## src/rtl/cu_engine.sv

```systemverilog
// cu_engine: 3x3 sliding-window multiply-accumulate engine.
// A new image column enters the window every cycle. Nine processing
// elements multiply window pixels by filter weights, and a registered
// adder sums the products into a 16-bit result that wraps on overflow.
module cu_engine (
    input  logic        clk,
    input  logic        nrst,
    input  logic [71:0] filter,
    input  logic [23:0] data_in,
    input  logic [8:0]  pe_en_ctrl,
    output logic [15:0] pe_out
);

    localparam int ROWS = 3;
    localparam int COLS = 3;
    localparam int PES  = ROWS * COLS;

    // window[r][0] holds the newest column, window[r][2] the oldest
    logic [7:0]  window  [ROWS][COLS];
    logic [7:0]  weight  [PES];
    logic [15:0] product [PES];
    logic [17:0] row_sum [ROWS];
    logic [19:0] total_sum;

    // Shift the window by one column per clock; there is no stall
    always_ff @(posedge clk or posedge nrst) begin
        if (nrst) begin
            for (int r = 0; r < ROWS; r++) begin
                for (int c = 0; c < COLS; c++) begin
                    window[r][c] <= 8'h00;
                end
            end
        end else begin
            for (int r = 0; r < ROWS; r++) begin
                window[r][2] <= window[r][1];
                window[r][1] <= window[r][0];
                window[r][0] <= data_in[8*r +: 8];
            end
        end
    end

    // Unpack weights straight from the port; no copy of the filter is kept
    always_comb begin
        for (int k = 0; k < PES; k++) begin
            weight[k] = filter[8*k +: 8];
        end
    end

    // One registered unsigned multiplier per processing element
    for (genvar k = 0; k < PES; k++) begin : g_pe
        localparam int ROW = k / COLS;
        localparam int COL = k % COLS;

        // Disabled elements load exactly zero regardless of weight and pixel
        always_ff @(posedge clk or posedge nrst) begin
            if (nrst) begin
                product[k] <= 16'h0000;
            end else if (pe_en_ctrl[k]) begin
                product[k] <= {8'h00, weight[k]} * {8'h00, window[ROW][COL]};
            end else begin
                product[k] <= 16'h0000;
            end
        end
    end

    // Row partial sums then the total, widened so no carry is lost internally
    always_comb begin
        for (int r = 0; r < ROWS; r++) begin
            row_sum[r] = {2'b00, product[3*r]}
                       + {2'b00, product[3*r + 1]}
                       + {2'b00, product[3*r + 2]};
        end
        total_sum = {2'b00, row_sum[0]} + {2'b00, row_sum[1]} + {2'b00, row_sum[2]};
    end

    // Register the result, keeping only the low 16 bits (modulo wrap)
    always_ff @(posedge clk or posedge nrst) begin
        if (nrst) begin
            pe_out <= 16'h0000;
        end else begin
            pe_out <= 16'(total_sum);
        end
    end

endmodule

```

## config.mk

```make
export PLATFORM = sky130hd
export DESIGN_NAME = cu_engine
export DESIGN_NICKNAME = d
export VERILOG_FILES = /design/src/rtl/cu_engine.sv
export SDC_FILE = /design/constraint.sdc
export NUM_CORES = 2
export LEC_CHECK = 0
export CORE_MARGIN = 2
export CORE_UTILIZATION = 35
export DETAILED_ROUTE_END_ITERATION = 8
export PLACE_DENSITY = 0.59
export SYNTH_ARGS = -nofsm -noshare
export SYNTH_HDL_FRONTEND = slang
export SYNTH_SLANG_ARGS = --single-unit
```

## constraint.sdc

```tcl
create_clock -name clk -period 7.8 [get_ports clk]
set_input_delay 1.56 -clock clk [delete_from_list [all_inputs] [get_ports clk]]
set_output_delay 1.56 -clock clk [all_outputs]
set_load 0.1 [all_outputs]
```

==> summary.txt <==
STA
  – Fin crit share: 71.39%
  – Final Max Tran Viols: 0
  – RSZ-0062 raised after global routing: false
  – Setup TNS Final: 0 ps
  – Final setup violation count: 0
  – Final min period: between 5000 and 6000 ps
  – Max Clock Skew: 20.49 ps
  – Max Fclk: about 0.18 GHz
  – Final hold viol count: 0
  – Max_slew headroom: 23.43%
  – Least-Margin Pin Slew: ~1100 ps

Routing
  – DRT Wirelength: between 60000 and 70000 um
  – Vias post-DR: about 19000
  – Routed Antenna Nets: 0
  – Via density: ~4.6
  – DR pass1 iterations: 5
  – Drt drc: 0
  – Drt wl/cell: 15.66 um
  – Drt first-iter violations: around 730

Floorplanning
  – # IOs: around 120
  – DIE AREA: roughly 84000 um^2
  – Num rows: between 100 and 150
  – Core Area: between 80000 and 90000 um^2
  – Die Ht: about 290 um
  – Starting Density: a little over a third
  – Die Span X: roughly 290 um

Setup path
  – Critical path arrival: 6080 ps
  – Crit path largest cell delay: ~600 ps
  – Crit end category: register
  – Max stage delay cell, worst path: clkdlybuf4s50_1
  – CP Cell Sequence: clkdlybuf4s50_1, and2_1, fa_1, fa_1, fa_1, inv_1, fa_1, inv_1, ha_1, a41o_1, a21oi_1, o31a_1, o21ai_0, o41ai_1, a21o_1
  – Max FO, Critical Path: 8
  – Crit Path Class: in2reg
  – CP required: approximately 8300 ps
  – Startpoint Class: input port
  – CP dominant cell by count: fa_1

Yosys
  – Syn avg cell area: 9.977 um^2
  – Async set-or-reset flop fraction in the synthesized netlist: 100.0%
  – Leading area contributor after synthesis: fa_1
  – Ys Warns: 0
  – Top post-synthesis cells by area: fa_1 (30%), dfrtp_1 (20%), ha_1 (15%)
  – Post-Synthesis Cells: ~2900
  – Post-Synthesis Net Count: 3735
  – Prevailing post-synth register cell: dfrtp_1
  – Netlist cell types: 53
  – Mapped cell area: 28560 um^2
  – Post-synthesis register bit count: ~230
  – Area share of the largest cell type after synthesis: 29.79%
  – Sequential share of the synthesized area: between 20% and 30%
  – EDFF count, synth: 0

Clocking
  – Clk buf depth: 3
  – Cts hold-fix bufs: 0
  – Resize count post-CTS: 0
  – H-tree levels: 1
  – CTS sink count: approximately 230
  – TritonCTS clock tree: built
  – TritonCTS Buffers: 30
  – Worst-path clk slew: ~60 ps
  – Worst-skew pair later-pin latency: 590 ps
  – Postcts setup bufs: 0
  – Root buf cell: clkbuf_16

Finish
  – Multi-input gate area: 20380 um^2
  – Syn-to-layout area delta: 12.85%
  – Final nets: between 3000 and 4000
  – Share of cells above drive strength 1: under 10%
  – Most frequent cells in the layout: inv_1 (623), and2_1 (550), fa_1 (425)
  – Fill count: ~8000
  – FF+latch area: around 5800 um^2
  – Most common cell after layout, fill and taps aside: inv_1

Global routing
  – Vias in the first global route: roughly 20000
  – Met1 Use GR: about 22%
  – First-pass GRT wire length: roughly 110000 um
  – GR Layer Usage met2: 27.72%
  – Congestion Overflow GR: 0
  – GR Util met3: 2.049%
  – GRT Util Overall: between 15 and 20%
  – Largest net degree at the start of global routing: ~160
  – Gr busiest metal: met2
  – Initial antenna violation count: 5

Hold path
  – Worst min-delay path class: reg2reg

Flow run
  – MaxCap Viol Count: 0

Placed design
  – Hpwl dp: ~54000 um
  – RD Place Congestion: approximately 0.85
  – Port Buffers: between 100 and 150

Outcome
  – Status: complete, no violations
worst max-delay path: cells and delay by family:
family	cells	cell delay, ps
AO/OA/AOI/OAI	6	1230
AND/OR/NAND/NOR	1	280
buffers and inverters	3	690
adder cells (fa/ha/maj)	5	2310
synthesized netlist by cell type, types with 10 or more instances:
cell	number
clkbuf_1	10
dfrtp_1	232
ha_1	340
o21bai_1	12
o21ai_0	47
and2_1	550
a21oi_1	86
xor2_1	29
xnor2_1	86
nor3_1	15
o211ai_1	11
nand3_1	22
inv_1	624
nor2_1	37
o21a_1	20
nand2_1	152
and3_1	25
a21o_1	25
fa_1	425
path summary, 6_finish.rpt:
kind	slack, ps	cells after the start	endpoint	start
setup / recovery	2230	15	product[110]	filter[19]
hold / removal	560	0	window[13]	window[21]
setup reg to reg	3260	13	pe_out[15]	product[99]
hold reg to reg	560	0	window[13]	window[21]
max in group asynchronous	5350	3	window[14]	nrst
min in group asynchronous	1270	2	pe_out[6]	nrst
cell families (layout without fill, tap and decap cells):
family                   after synthesis  in the layout  synth area share [%]
other                                  0              1                     0
AO/OA/AOI/OAI                        266            266                 6.237
adder cells (fa/ha/maj)              765            765                 44.68
AND/OR/NAND/NOR                      851            851                 16.90
flip-flops                           232            232                 20.32
buffers and inverters                634            804                 8.331
XOR/XNOR                             115            115                 3.526
routing by layer:
metal	wire, um	share of wire (%)	up-vias
li1	-	-	9115
met1	29610	46	9481
met5	61	0.095	-
met4	827	1.3	8
met2	31470	49	200
met3	2145	3.3	63
state kept, by name (all words and copies together) (netlist names):
name	flops
product	144
window	72
pe_out	16
cell type report:
cell class                 count  share of cell area (%)
antenna                        1                0.007763
clock inverter                20                  0.9082
sequential                   232                   18.01
tap                         1060                   4.114
timing repair buffer         124                   3.874
multi-input combinational   1997                   63.22
inverter                     624                   7.278
clock buffer                  36                   2.589
per-stage QoR:
step,hold slack [ps],std cells,setup WS (ps),area (um^2),utilization [%]
finish,565.0,4094,2232,32240,39.96
global route,583.0,4094,1983,32240,39.96
CTS,562.1,4093,2274,32230,39.95
detailed placement,551.3,4037,1652,31110,38.56
global placement,552.2,4037,1668,31110,38.56
floorplan,432.1,2863,2472,28570,-
Power is not shown: default switching activity piles up to over one toggle a cycle in this logic, so the estimate is an artifact.
